### src/rtl/cntr_down_pkg.sv
// rtl/cntr_down_pkg.sv - shared types and defaults for the loadable down-counter
package cntr_down_pkg;

    localparam int CNTR_WIDTH_DEF        = 4;
    localparam int CNTR_DEFAULT_LOAD_DEF = 2;
    // Register fields are sized for the widest supported counter; upper bits stay zero.
    localparam int CNTR_MAX_WIDTH        = 32;

    typedef enum logic [1:0] {
        ST_IDLE = 2'd0,
        ST_RUN  = 2'd1,
        ST_DONE = 2'd2
    } cntr_state_t;

    typedef struct packed {
        logic [CNTR_MAX_WIDTH-1:0] count;
        logic [CNTR_MAX_WIDTH-1:0] shadow;
        logic                      udf;
    } cntr_regs_t;

endpackage

### src/rtl/cntr_down_zero_det.sv
// rtl/cntr_down_zero_det.sv - combinational count==1 / count==0 detect
module cntr_down_zero_det #(
    parameter int W = 32
) (
    input  logic [W-1:0] count,
    output logic         is_one,
    output logic         is_zero
);

    assign is_one  = (count == W'(1));
    assign is_zero = (count == '0);

endmodule

### src/rtl/cntr_down_udf_ld.sv
// rtl/cntr_down_udf_ld.sv - loadable down-counter with underflow pulse; CNTR_AUTORELOAD_EN enables auto-reload
module cntr_down_udf_ld
    import cntr_down_pkg::*;
#(
    parameter int WIDTH        = CNTR_WIDTH_DEF,
    parameter int DEFAULT_LOAD = CNTR_DEFAULT_LOAD_DEF
) (
    input  logic             clk,
    input  logic             rst,
    input  logic             i_enb,
    input  logic             i_clr,
    input  logic             i_load,
    input  logic [WIDTH-1:0] i_load_val,
    output logic [WIDTH-1:0] o_count,
    output logic             o_udf,
    output logic             o_busy
);

    localparam logic [CNTR_MAX_WIDTH-1:0] DEF_LOAD_W = CNTR_MAX_WIDTH'(DEFAULT_LOAD);

    cntr_state_t state_q, state_d;
    cntr_regs_t  regs_q, regs_d;

    logic [CNTR_MAX_WIDTH-1:0] load_wide;
    logic                      cnt_is_one;
    logic                      cnt_is_zero;

    assign load_wide = CNTR_MAX_WIDTH'(i_load_val);

    cntr_down_zero_det #(
        .W (CNTR_MAX_WIDTH)
    ) u_zero_det (
        .count   (regs_q.count),
        .is_one  (cnt_is_one),
        .is_zero (cnt_is_zero)
    );

    always_ff @(posedge clk or posedge rst) begin
        if (rst) begin
            state_q       <= ST_IDLE;
            regs_q.count  <= '0;
            regs_q.shadow <= DEF_LOAD_W;
            regs_q.udf    <= 1'b0;
        end else begin
            state_q <= state_d;
            regs_q  <= regs_d;
        end
    end

    always_comb begin
        state_d    = state_q;
        regs_d     = regs_q;
        regs_d.udf = 1'b0;

        if (i_clr) begin
            state_d       = ST_IDLE;
            regs_d.count  = '0;
            regs_d.shadow = DEF_LOAD_W;
        end else if (i_load) begin
            // A load always overrides a coincident underflow, so no pulse leaks through.
            regs_d.count  = load_wide;
            regs_d.shadow = load_wide;
            if (load_wide == '0) begin
                state_d    = ST_DONE;
                regs_d.udf = 1'b1;
            end else begin
                state_d = ST_RUN;
            end
        end else if (state_q == ST_RUN && i_enb) begin
            if (cnt_is_one) begin
                regs_d.udf = 1'b1;
`ifdef CNTR_AUTORELOAD_EN
                regs_d.count = regs_q.shadow;
                state_d      = ST_RUN;
`else
                regs_d.count = '0;
                state_d      = ST_DONE;
`endif
            end else if (cnt_is_zero) begin
                // Unreachable in normal operation; never let the count wrap.
                state_d = ST_DONE;
            end else begin
                regs_d.count = regs_q.count - CNTR_MAX_WIDTH'(1);
            end
        end
    end

`ifndef CNTR_AUTORELOAD_EN
    logic unused_shadow;
    assign unused_shadow = ^regs_q.shadow;
`endif

    assign o_count = regs_q.count[WIDTH-1:0];
    assign o_udf   = regs_q.udf;
    assign o_busy  = (state_q == ST_RUN);

endmodule

### config.mk
export PLATFORM = sky130hd
export DESIGN_NAME = cntr_down_udf_ld
export DESIGN_NICKNAME = d
export VERILOG_FILES = /design/src/rtl/cntr_down_pkg.sv /design/src/rtl/cntr_down_zero_det.sv /design/src/rtl/cntr_down_udf_ld.sv
export SDC_FILE = /design/constraint.sdc
export NUM_CORES = 1
export LEC_CHECK = 0
export ABC_AREA = 1
export CORE_MARGIN = 2
export CORE_UTILIZATION = 25
export DETAILED_ROUTE_END_ITERATION = 10
export RECOVER_POWER = 100
export SLEW_MARGIN = 20
export SYNTH_ARGS = -nofsm -noshare
export SYNTH_HDL_FRONTEND = slang
export SYNTH_HIERARCHICAL = 1
export SYNTH_SLANG_ARGS = --single-unit
### constraint.sdc
create_clock -name clk -period 2.43 [get_ports clk]
set_input_delay 0.3645 -clock clk [delete_from_list [all_inputs] [get_ports clk]]
set_output_delay 0.3645 -clock clk [all_outputs]
set_load 0.01 [all_outputs]
==> results.md <==
- Post-synth EDFFs: 0
- Sequential fraction of the synthesis area: 36.8%
- Routed length per instance: 10.8 µm
- Setup TNS: 0 ps
- Clk root buf: clkbuf_8
- H-tree Lvls: 2
- Worst setup EP type: flop
- Final clock skew: 3.39 ps
- Synthesis Warnings: 6
- Mapped cell area: 2380 µm²
- I/O pin count: 15
- Tcrit/Tclk final: 86.0%
- Highest clock rate: 479 MHz
- Clk buf depth: 2
- Core Util, Final: 29.2%
- Hold Crit Class: reg -> reg
- Routed wire length: 5490 µm
- TritonCTS clock tree: built
- Post-CTS sizing: 0
- Crit path launch: regs_q[48]
- RePlAce Congestion: 0.886
- Die outline area: 10,300 µm²
- Flops & latches, synth: 35
- RSZ-0062 raised after global routing: no
- CORE AREA: 9240 µm²
- First-pass GRT wire length: 10,000 µm
- Vias: 2,218
- Internal cell power: 0.00149 W
- Peak VDD IR: 0.444 mV
- Die Y: 102 µm
- Switch share: 50.1%
- Cts bufs inserted: 5
- Worst-path fanout max: 9
- Ant diodes: 0
- GR Overflow Total: 0
- Top cell type's share of synthesized area: 36.8%
- Clk_lat worst skew: 290 ps
- Minimum clock period: 2090 ps
- Max Cap Viol: 0
- Clock-pin slew on the worst setup and hold paths: 70 ps
- Syn_area_per_cell: 6.59 µm²
- Fillers: 1,032
- Vias in the first global route: 2,296
- Drt initial violations: 168
- Pwr dens: 1110 nW/µm²
- Part of the power in combinational logic: 56.6%
- # nets final: 387
- ANT nets after route: 0
- Crit Path Category: reg -> reg
- Initial antenna violation count: 0
- Critical Path AT: 2270 ps
- Std-Cell Rows: 35
- Predominant post-synthesis flop cell: dfrtp_1
- Cells after Synth: 361
- Port Buf Inserts: 14
- WP data required: 2610 ps
- Leakage: 1.40 nW
- First drt pass iteration count: 4
- Post-synth ARST share: 100%
- Initial Util: 25.7%
- Postcts setup bufs: 0
- Vias per cell: 4.37
- Reg power frac: 29.5%
- FF-to-FF Start: regs_q[48]
- Synth area leader: dfrtp_1
- Actual slew at the worst max-slew pin: 874 ps
- Die W: 102 µm
- Syn nets: 371
- Drt drc: 0
- Status: finished, final reports clean
- Top cells by area, synth: dfrtp_1 37%, nor2_1 16%, nand2_1 14%
- Clock Power Share: 13.8%
- Hold_sp: regs_q[50]
- Largest net degree at the start of global routing: 36
- Max_slew headroom: 41.7%
- Final Hold Fails: 0
- Area Overhead vs Synth: 13.4%
- Startpoint Class: flop
- NetSw: 0.00150 W
- Clock sinks: 35
- Cell variety after synth: 33
- Layout cells sized above 1: 6.08%
- Setup Viol. Count Final: 0
- Final Max Tran Viols: 0
- Post-DP HPWL: 4200 µm
- Hold buffers post-CTS: 0
- Tot GR Track Use: 12.0%
## synth_stat cells, types with 2 or more instances
cell	count
nand3_1	16
nand4_1	4
buf_4	4
nor3_2	2
o21ai_1	3
inv_1	42
buf_2	2
nor3_1	3
nand3b_1	3
nor2_1	101
a21oi_1	12
nand2_2	2
nor2_2	5
o21ai_0	14
dfrtp_1	35
o22ai_1	2
nor2_4	5
nand2_1	90
nand3_4	2
## cell families (layout without fill, tap and decap cells)
kind of cell,count (synthesis),in the layout,share of synthesized area (%)
buffers and inverters,50,67,9.05
flip-flops,35,35,36.8
AO/OA/AOI/OAI,36,36,8.26
AND/OR/NAND/NOR,239,239,45.3
adder cells (fa/ha/maj),1,1,0.526
## cell usage in the layout, fill, tap and decap left out, types with 2 or more instances in the layout
cell type	instances
nor3_1	5
dfrtp_1	35
dlygate4sd3_1	7
nand4_1	4
inv_1	42
nand3b_1	3
clkdlybuf4s50_1	7
clkbuf_1	2
a21oi_1	12
o21ai_0	16
clkbuf_8	5
nand2_1	92
nor2_2	4
nor2_1	103
o22ai_1	2
nand3_4	2
nand3_1	16
nor2_4	4
## cell type report
| class | count | area [µm²] | share of cell area (%) |
|---|---|---|---|
| clock buffers | 7 | 76.3 | 2.83 |
| well taps | 129 | 161 | 5.99 |
| inverters | 43 | 164 | 6.08 |
| repair buffers | 16 | 153 | 5.66 |
| flip-flops and latches | 35 | 876 | 32.5 |
| multi-input cells | 276 | 1260 | 46.8 |
| clock inverters | 1 | 5.00 | 0.186 |
## state kept, by name, indices dropped and copies added (netlist names)
register	count
regs_q	28
o_count	4
state_q	2
o_udf	1
## layer usage
metal  global-route usage (%)  part of all wire, %  routed length [µm]  vias to the layer above
li1                         -                    -                   -                     1156
met1                     15.4                   48                2610                     1019
met2                     20.3                   48                2610                       34
met3                     2.28                  2.9                 160                        9
met4                     4.26                  1.9                 104                        0
met5                        0                    0                   0                        -
## worst max-delay path, stage by stage (launching register included)
cell,delay (ps)
dfrtp_1,410
nor2_1,140
nand2_1,70
nor2_1,180
nand2_1,100
nor2_1,90
nor2_1,120
nand3_4,120
nand2_8,100
nor3_1,410
and2_1,200
nor2_1,40
## worst paths after layout
| check | end | slack (ps) | cells past startpoint |
|---|---|---|---|
| worst min-delay path | regs_q[50] | 510 | 1 |
| max in group asynchronous | regs_q[42] | 1110 | 3 |
| worst max-delay path | regs_q[52] | 340 | 11 |
| min in group asynchronous | regs_q[62] | 780 | 3 |
| worst min register to register | regs_q[50] | 510 | 1 |
| worst max register to register | regs_q[52] | 340 | 11 |
## power by group through the flow
stage / sequential (W) / combinational, W / clock (W)
floorplan: 0.000853 / 0.00137 / 0
global route: 0.000914 / 0.00197 / 0.000459
CTS: 0.000883 / 0.00174 / 0.000426
finish: 0.000883 / 0.00169 / 0.000413
global placement: 0.000890 / 0.00172 / 0
detailed placement: 0.000894 / 0.00173 / 0
## stage by stage
| step | total power [W] | hold WS (ps) | area (µm²) | worst slack, ps | std cells |
|---|---|---|---|---|---|
| floorplan | 0.00223 | 466 | 2380 | 707 | 361 |
| global placement | 0.00261 | 499 | 2640 | 412 | 499 |
| detailed placement | 0.00263 | 504 | 2640 | 369 | 499 |
| CTS | 0.00305 | 496 | 2720 | 373 | 507 |
| global route | 0.00334 | 540 | 2700 | 91.8 | 507 |
| finish | 0.00299 | 512 | 2700 | 340 | 507 |
(Power assumes the default switching activity.)
